File: src/rtl/aes_pkg.sv
// GF(2^8) helpers and output-FSM encoding shared by the byte-serial MixColumns stage.
// Inverse multipliers are only used when MIXCOL_INV_EN is defined.
package aes_pkg;

   localparam logic [7:0] AES_REDUCE = 8'h1B;

   typedef enum logic [2:0] {
      ST_IDLE = 3'd0,
      ST_OUT0 = 3'd1,
      ST_OUT1 = 3'd2,
      ST_OUT2 = 3'd3,
      ST_OUT3 = 3'd4
   } out_state_t;

   function automatic logic [7:0] xtime(input logic [7:0] a);
      return {a[6:0], 1'b0} ^ (a[7] ? AES_REDUCE : 8'h00);
   endfunction

   function automatic logic [7:0] gmul02(input logic [7:0] a);
      return xtime(a);
   endfunction

   function automatic logic [7:0] gmul03(input logic [7:0] a);
      return xtime(a) ^ a;
   endfunction

   // Inverse coefficients built from x, x^2, x^3 terms.
   function automatic logic [7:0] gmul09(input logic [7:0] a);
      return xtime(xtime(xtime(a))) ^ a;
   endfunction

   function automatic logic [7:0] gmul0b(input logic [7:0] a);
      return xtime(xtime(xtime(a))) ^ xtime(a) ^ a;
   endfunction

   function automatic logic [7:0] gmul0d(input logic [7:0] a);
      return xtime(xtime(xtime(a))) ^ xtime(xtime(a)) ^ a;
   endfunction

   function automatic logic [7:0] gmul0e(input logic [7:0] a);
      return xtime(xtime(xtime(a))) ^ xtime(xtime(a)) ^ xtime(a);
   endfunction

endpackage

File: src/rtl/mixcol_row.sv
// Combinational single-row MixColumns: rotates the column so the selected row leads, then mixes.
// The inverse port and multipliers exist only with MIXCOL_INV_EN.
module mixcol_row
   import aes_pkg::*;
(
   input  logic [31:0] col,
   input  logic [1:0]  row,
`ifdef MIXCOL_INV_EN
   input  logic        inverse,
`endif
   output logic [7:0]  mixed
);

   logic [7:0] rot [4];
   logic [7:0] fwd;

   // rot[k] = a_(row+k mod 4); row 0 sits in the low byte of col
   genvar gi;
   for (gi = 0; gi < 4; gi++) begin : g_rot
      logic [1:0] sel;
      assign sel     = row + 2'(gi);
      assign rot[gi] = col[{sel, 3'b000} +: 8];
   end

   assign fwd = gmul02(rot[0]) ^ gmul03(rot[1]) ^ rot[2] ^ rot[3];

`ifdef MIXCOL_INV_EN
   assign mixed = inverse ? (gmul0e(rot[0]) ^ gmul0b(rot[1]) ^ gmul0d(rot[2]) ^ gmul09(rot[3]))
                          : fwd;
`else
   assign mixed = fwd;
`endif

endmodule

File: src/rtl/mixcolumns_serial.sv
// Byte-serial AES MixColumns: collects 4-byte columns and drains each mixed column as a 4-byte burst.
// Define MIXCOL_INV_EN to add the inverse port and InvMixColumns.
module mixcolumns_serial
   import aes_pkg::*;
(
   input  logic       clock,
   input  logic       reset,
   input  logic [7:0] inbyte,
   input  logic       in_valid,
   input  logic       last_round,
`ifdef MIXCOL_INV_EN
   input  logic       inverse,
`endif
   output logic [7:0] outbyte,
   output logic       ready
);

   logic [1:0]  cidx_reg;
   logic [23:0] col_buf_reg;
   logic [31:0] hold_reg;
   logic        hold_byp_reg;
   out_state_t  state_reg, state_next;
   logic [7:0]  outbyte_reg;
   logic        ready_reg;

   logic        col_complete;
   logic [31:0] new_col;
   logic [31:0] mix_src;
   logic        mix_byp;
   logic [1:0]  mix_row;
   logic [7:0]  row_mixed;
   logic [7:0]  row_val;

   assign col_complete = in_valid && (cidx_reg == 2'd3);
   assign new_col      = {inbyte, col_buf_reg};

   // The first row of a new column is registered on the completing edge, so the mixer
   // looks at the incoming column then, and at the hold register for the remaining rows.
   assign mix_src = col_complete ? new_col : hold_reg;
   assign mix_byp = col_complete ? last_round : hold_byp_reg;

`ifdef MIXCOL_INV_EN
   logic hold_inv_reg;
   logic mix_inv;
   assign mix_inv = col_complete ? inverse : hold_inv_reg;

   always_ff @(posedge clock or posedge reset) begin
      if (reset)
         hold_inv_reg <= 1'b0;
      else if (col_complete)
         hold_inv_reg <= inverse;
   end
`endif

   always_ff @(posedge clock or posedge reset) begin
      if (reset) begin
         cidx_reg     <= 2'd0;
         col_buf_reg  <= '0;
         hold_reg     <= '0;
         hold_byp_reg <= 1'b0;
      end else if (in_valid) begin
         cidx_reg <= cidx_reg + 2'd1;
         case (cidx_reg)
            2'd0:    col_buf_reg[7:0]   <= inbyte;
            2'd1:    col_buf_reg[15:8]  <= inbyte;
            2'd2:    col_buf_reg[23:16] <= inbyte;
            default: begin
               hold_reg     <= new_col;
               hold_byp_reg <= last_round;
            end
         endcase
      end
   end

   always_comb begin
      state_next = state_reg;
      mix_row    = 2'd0;
      case (state_reg)
         ST_IDLE: if (col_complete) state_next = ST_OUT0;
         ST_OUT0: state_next = ST_OUT1;
         ST_OUT1: state_next = ST_OUT2;
         ST_OUT2: state_next = ST_OUT3;
         ST_OUT3: state_next = col_complete ? ST_OUT0 : ST_IDLE;
         default: state_next = ST_IDLE;
      endcase
      case (state_next)
         ST_OUT1: mix_row = 2'd1;
         ST_OUT2: mix_row = 2'd2;
         ST_OUT3: mix_row = 2'd3;
         default: mix_row = 2'd0;
      endcase
   end

   mixcol_row u_mixcol_row (
      .col     (mix_src),
`ifdef MIXCOL_INV_EN
      .inverse (mix_inv),
`endif
      .row     (mix_row),
      .mixed   (row_mixed)
   );

   assign row_val = mix_byp ? mix_src[{mix_row, 3'b000} +: 8] : row_mixed;

   always_ff @(posedge clock or posedge reset) begin
      if (reset) begin
         state_reg   <= ST_IDLE;
         outbyte_reg <= 8'h00;
         ready_reg   <= 1'b0;
      end else begin
         state_reg <= state_next;
         ready_reg <= (state_next != ST_IDLE);
         if (state_next != ST_IDLE)
            outbyte_reg <= row_val;
      end
   end

   assign outbyte = outbyte_reg;
   assign ready   = ready_reg;

endmodule

File: config.mk
export PLATFORM = sky130hd
export DESIGN_NAME = mixcolumns_serial
export DESIGN_NICKNAME = d
export VERILOG_FILES = /design/src/rtl/aes_pkg.sv /design/src/rtl/mixcol_row.sv /design/src/rtl/mixcolumns_serial.sv
export SDC_FILE = /design/constraint.sdc
export NUM_CORES = 1
export LEC_CHECK = 0
export BUFFER_PORTS_ARGS = -buffer_cell sky130_fd_sc_hd__buf_2
export CAP_MARGIN = 20
export CORE_ASPECT_RATIO = 0.7
export CORE_MARGIN = 8
export CORE_UTILIZATION = 42
export CTS_BUF_LIST = sky130_fd_sc_hd__clkbuf_8
export DETAILED_ROUTE_END_ITERATION = 10
export GPL_TIMING_DRIVEN = 0
export HOLD_SLACK_MARGIN = 0.12
export SYNTH_ARGS = -nofsm -noshare
export SYNTH_HDL_FRONTEND = slang
export SYNTH_SLANG_ARGS = --single-unit
File: constraint.sdc
create_clock -name clock -period 5 [get_ports clock]
set_input_delay 0.75 -clock clock [delete_from_list [all_inputs] [get_ports clock]]
set_output_delay 0.75 -clock clock [all_outputs]
set_load 0.05 [all_outputs]
=== Word-level counts from Yosys, hierarchy flattened ===
Cells that the tools add are included.

* Add/sub/neg operators: 4
* Equality and inequality tests: 10
* Shifts and indexed selects: 4
* Mux-type cells: 9
* Bitwise operators: 7
* Reduce and logical (&&, ||, !) cells: 9

{| class="wikitable"
|+ Operators with widths
! cell !! number
|-
| indexed part select 32 x 6 -> 8 bit || 4
|-
| bitwise XOR 8 bit || 6
|-
| two-way mux 32 bit || 1
|-
| case mux 3 bit (5 select lines) || 1
|-
| == test 3 x 2 -> 1 bit (second input constant) || 4
|-
| two-way mux 5 bit || 2
|-
| two-way mux 8 bit || 1
|-
| AND reduction 2 bit || 4
|-
| == test 3 bit (second input constant) || 2
|-
| case mux 2 bit (3 select lines) || 1
|-
| adder 2 x 1 -> 2 bit (second input constant) || 2
|-
| adder 2 bit (second input constant) || 2
|-
| == test 2 bit (second input constant) || 2
|-
| == test 3 x 1 -> 1 bit (second input constant) || 1
|-
| logical NOT 3 bit || 1
|-
| two-way mux 3 bit || 1
|-
| nonzero test 3 bit || 1
|-
| OR reduction 3 bit || 1
|-
| == test 2 x 1 -> 1 bit (second input constant) || 1
|-
| logical NOT 2 bit || 1
|-
| two-way mux 1 bit || 2
|-
| logical AND 1 bit || 1
|-
| inverter 1 bit || 1
|}

* Bits in registers: 71
* Input port bits: 12
* Output and inout port bits: 9
* Word-level logic and storage cells: 52

=== Depth between registers and ports, before layout ===
* Depth after elaboration: 15
* Depth in mapped cells: 12
* Depth with buffers taken out: 10

=== Cells and area by module ===
A second synthesis with hierarchy kept.

* Cell total of the unflattened synthesis: 377
* Area total of the unflattened synthesis: 4660.7 µm²

{| class="wikitable"
|+ Modules (own cells, without submodules)
! module !! times used !! cells each !! area an instance (µm²) !! seq. area each (µm²)
|-
| mixcolumns_serial || 1 || 257 || 3528.4 || 1776.7
|-
| mixcol_row || 1 || 120 || 1132.3 || 0.0
|}

=== Least setup slack after synthesis ===
No wires, ideal clock.

* Kind: in2reg
* From: input port in_valid
* To: register outbyte_reg[1], in the netlist outbyte[1]
* Library setup time: 104 ps
* Data arrival time: 2579 ps
* Data required time: 4896 ps
* Path slack: 2317 ps
* Stages on the path: 9
* Buffers on the path: 1
* Cell sequence: nand2_2 buf_6 mux2i_1 mux4_2 xnor2_2 xor2_1 xnor2_1 xnor2_1 a221oi_1

* Longest elaborated chain between the ends: 14
* Elaborated cells on any way between the ends: 27
* Those cells by class: add/sub (3); eq/ne (3); shift (4); mux (9); bitwise (6); reduce/logical (2)

{| class="wikitable"
|+ RTL lines
! item !! RTL line !! text
|-
| start, declared || mixcolumns_serial.sv:9 || <nowiki>input logic in_valid,</nowiki>
|-
| logical AND 1 bit (*) || mixcolumns_serial.sv:34 || <nowiki>assign col_complete = in_valid && (cidx_reg == 2'd3);</nowiki>
|-
| two-way mux 1 bit / two-way mux 3 bit (equally long branches) || mixcolumns_serial.sv:83, mixcolumns_serial.sv:79 ||
|-
| case mux 3 bit (5 select lines) || mixcolumns_serial.sv:78 || <nowiki>case (state_reg)</nowiki>
|-
| == test 3 bit / == test 3 x 2 -> 1 bit (equally long branches) || mixcolumns_serial.sv:86 || <nowiki>case (state_next)</nowiki>
|-
| case mux 2 bit (3 select lines) || mixcolumns_serial.sv:86 ||
|-
| adder 2 x 1 -> 2 bit || mixcol_row.sv:21 || <nowiki>assign sel = row + 2'(gi);</nowiki>
|-
| indexed part select 32 x 6 -> 8 bit || mixcol_row.sv:22 || <nowiki>assign rot[gi] = col[{sel, 3'b000} +: 8];</nowiki>
|-
| two-way mux 5 bit || aes_pkg.sv:16 || <nowiki>return {a[6:0], 1'b0} ^ (a[7] ? AES_REDUCE : 8'h00);</nowiki>
|-
| bitwise XOR 8 bit || aes_pkg.sv:16 ||
|-
| bitwise XOR 8 bit || aes_pkg.sv:24 || <nowiki>return xtime(a) ^ a;</nowiki>
|-
| bitwise XOR 8 bit (3 in a row) || mixcol_row.sv:25 || <nowiki>assign fwd = gmul02(rot[0]) ^ gmul03(rot[1]) ^ rot[2] ^ rot[3];</nowiki>
|-
| two-way mux 8 bit || mixcolumns_serial.sv:103 || <nowiki>assign row_val = mix_byp ? mix_src[{mix_row, 3'b000} +: 8] : row_mixed;</nowiki>
|-
| end signal, assigned || mixcolumns_serial.sv:114 || <nowiki>outbyte_reg <= row_val;</nowiki>
|-
| end, declared || mixcolumns_serial.sv:23 || <nowiki>logic [7:0] outbyte_reg;</nowiki>
|}

Mark *: on every way between the ends. The rest lies on a longest branch, timed or not.
A chain may end at the register's enable or synchronous reset.

=== Final worst setup path ===
* From: register cidx_reg[0]
* To: register outbyte_reg[1], in the netlist outbyte[1]

* Longest elaborated chain between the ends: 15
* Elaborated cells on any way between the ends: 28
* Those cells by class: add/sub (3); eq/ne (4); shift (4); mux (9); bitwise (6); reduce/logical (2)

{| class="wikitable"
|+ RTL lines
! item !! RTL line !! text
|-
| start, declared || mixcolumns_serial.sv:18 || <nowiki>logic [1:0] cidx_reg;</nowiki>
|-
| start signal, assigned || mixcolumns_serial.sv:62 || <nowiki>cidx_reg <= cidx_reg + 2'd1;</nowiki>
|-
| == test 2 bit (*) || mixcolumns_serial.sv:34 ||
|-
| logical AND 1 bit (*) || mixcolumns_serial.sv:34 ||
|-
| two-way mux 1 bit / two-way mux 3 bit (equally long branches) || mixcolumns_serial.sv:83, mixcolumns_serial.sv:79 ||
|-
| case mux 3 bit (5 select lines) || mixcolumns_serial.sv:78 ||
|-
| == test 3 bit / == test 3 x 2 -> 1 bit (equally long branches) || mixcolumns_serial.sv:86 ||
|-
| case mux 2 bit (3 select lines) || mixcolumns_serial.sv:86 ||
|-
| adder 2 x 1 -> 2 bit || mixcol_row.sv:21 ||
|-
| indexed part select 32 x 6 -> 8 bit || mixcol_row.sv:22 ||
|-
| two-way mux 5 bit || aes_pkg.sv:16 ||
|-
| bitwise XOR 8 bit || aes_pkg.sv:16 ||
|-
| bitwise XOR 8 bit || aes_pkg.sv:24 ||
|-
| bitwise XOR 8 bit (3 in a row) || mixcol_row.sv:25 ||
|-
| two-way mux 8 bit || mixcolumns_serial.sv:103 ||
|}

Marks and branches as above.

==> results.md <==
- Tcrit/Tclk final: a little over three fifths
- Yosys cell types: 36
- Post-Synth Simple-Gate Area: ~5.5%
- Synth area leaders: dfrtp_1 (41%), mux4_2 (13%), mux2i_1 (7.9%)
- Vias after detailed routing: 2998
- N_diodes: 0
- Drt pass-1 iters: 5
- GR Overflow Total: 0
- Number of synthesized flops with an enable pin: 0
- Setup repair after global routing missed its margin: false
- I/O Pins: 21
- Crit end category: flip-flop
- Syn Std Cell Area: roughly 4300 µm²
- Hold/Removal Path Class: reg -> reg
- Tmin final: around 3200 ps
- Largest register FFs: 32
- Xor/xnor share of the synthesized area: just under 9%
- Final nets: about 420
- Clock latency on the worst-skew pair: 360 ps
- Slew Viols, Final: 0
- Syn Nets: between 300 and 400
- Die height: between 100 and 150 µm
- Largest family of logic cells by synthesized area: multiplexers
- Clock tree buffer depth: 2
- Initial antenna violation count: 0
- Register area share after synthesis: 41.2%
- Setup TNS: 0 ps
- YS warnings: 0
- Clock transition at the registers of the reported paths: roughly 80 ps
- Layout cells sized above 1: 24.3%
- Leading cell type in the layout, fill and taps excluded: dfrtp_1
- Crit path DAT: 3410 ps
- Relative slew slack: around two fifths
- Slew @ Worst Pin: 885 ps
- Max FO, Critical Path: 10
- Post-CTS setup buffer count: 0
- Vias in the first global route: a little over 3000
- Via density: ~5.6
- Complex-gate fraction of the synthesized area: 8.67%
- Most frequent cells in the layout: dfrtp_1 (71), inv_1 (34), mux2i_1 (34)
- Highest clock rate: about 320 MHz
- DRT iter0 DRCs: between 200 and 300
- Area leader, netlist: dfrtp_1
- Async SR Flop Fraction: between 90% and 100%
- Area grow syn2layout: 11.4%
- Wirelength, routed: 10.6 mm
- Hpwl dp: approximately 7.5 mm
- Final Hold Fails: 0
- Port bufs: 19
- Drc violations: 0
- Die W: ~140 µm
- Site row count: 31
- H-tree Lvls: 3
- #FFs+latches synth: 71
- Final setup viols: 0
- Skew final: a little over 10 ps
- CP Class: reg -> reg
- Die Area: between 10000 and 15000 µm²
- GPL Wtd Cong: between 0.8 and 0.9
- Post-CTS Hold Buffers: 0
- Syn Inst Count: between 300 and 400
- Initial Util: between 40% and 50%
- Max Cap Viol: 0
- Sequential Area: between 1500 and 2000 µm²
- Mux contribution to synthesized area: 28.5%
- Outcome: completed
- First-pass GRT wire length: 17.0 mm
- Largest net degree at the start of global routing: 72
- Clock Sinks: a little over 70
- Routed WL per cell: around 20 µm
- Synth Flop Type: dfrtp_1
- CP required: approximately 5300 ps
- Adder-cell area share of the yosys netlist: between 1 and 1.5%
- Crit start category: flip-flop
- Num CTS Buffers: 9
- CTS root buffer: clkbuf_8
- Global Route Usage Sum: between 10% and 20%
- Core ar.: 10200 µm²
- Area share of the largest cell type after synthesis: between 40% and 50%
- TritonCTS clock tree: built
- Mapped Avg Cell Area: 11.7 µm²
- Detail Route Antenna Nets: 0
- PostCTS Resize Cnt: 0
- Multi-input logic area: 2260 µm²
- Final core occ: between 40% and 50%
- Filler cell count: about 970
## path summary, 6_finish.rpt
check	startpoint	to	slack [ps]	depth (start not counted)
hold reg to reg	col_buf_reg[14]$_DFFE_PP0P_	col_buf_reg[14]$_DFFE_PP0P_	510	1
max in group asynchronous	reset	hold_reg[8]$_DFFE_PP0P_	3850	2
min in group asynchronous	reset	hold_reg[26]$_DFFE_PP0P_	550	2
setup / recovery	cidx_reg[0]$_DFFE_PP0P_	outbyte[1]$_DFFE_PP0P_	1840	10
setup reg to reg	cidx_reg[0]$_DFFE_PP0P_	outbyte[1]$_DFFE_PP0P_	1840	10
hold / removal	col_buf_reg[14]$_DFFE_PP0P_	col_buf_reg[14]$_DFFE_PP0P_	510	1
## stage by stage
step / setup WS [ps] / instance area [µm²] / std cells / hold slack, ps
after floorplan: 2320 / 4310 / 369 / 479
after global placement: 1550 / 4570 / 520 / 487
after detailed placement: 1790 / 4580 / 520 / 494
after CTS: 1850 / 4810 / 536 / 511
after global routing: 1710 / 4810 / 536 / 522
final: 1840 / 4810 / 536 / 510
## cell families (layout without fill, tap and decap cells)
logic type | after synthesis | in the layout
fa+ha+maj | 4 | 4
mux | 85 | 85
buf+inv | 58 | 93
compound gates | 57 | 57
flops | 71 | 71
xor+xnor | 42 | 42
simple gates | 52 | 52
## cells in the mapped netlist, types with 5 or more instances
master,count
mux2_2,24
dfrtp_1,71
mux2i_1,34
a21oi_1,17
clkbuf_1,11
xnor2_1,25
buf_4,5
o21ai_0,14
nor2_1,19
xor2_1,16
inv_1,35
nand2_1,13
mux4_2,24
nand3_1,8
## critical path, stage by stage (launching register included)
cell and delay [ps]:
dfrtp_1 410, ha_1 350, nand2_2 130, buf_6 180, mux2i_1 200, mux4_2 560
xnor2_2 280, xor2_1 280, xnor2_1 230, xnor2_1 110, a221oi_1 320
## area by class of cell
cell class | instances | share of cell area (%)
multi-input cells | 240 | 47.1
inverters | 35 | 2.79
clock inverters | 6 | 1.93
clock buffers | 10 | 2.86
well taps | 132 | 3.44
repair buffers | 19 | 1.98
plain buffers | 23 | 2.92
flip-flops and latches | 71 | 37.0
## per-layer routing
metal	GRT usage (%)	vias to the layer above	wire (µm)	share of wire (%)
met2	22.5	109	4340	41
met3	4.48	15	806	7.6
li1	-	1363	-	-
met4	4.58	0	133	1.3
met1	24.3	1511	5310	50
met5	0	-	0	0
Power is left out: the tool's default activity adds up to more than one toggle a clock period on the data nets, which glitch-free logic cannot reach.
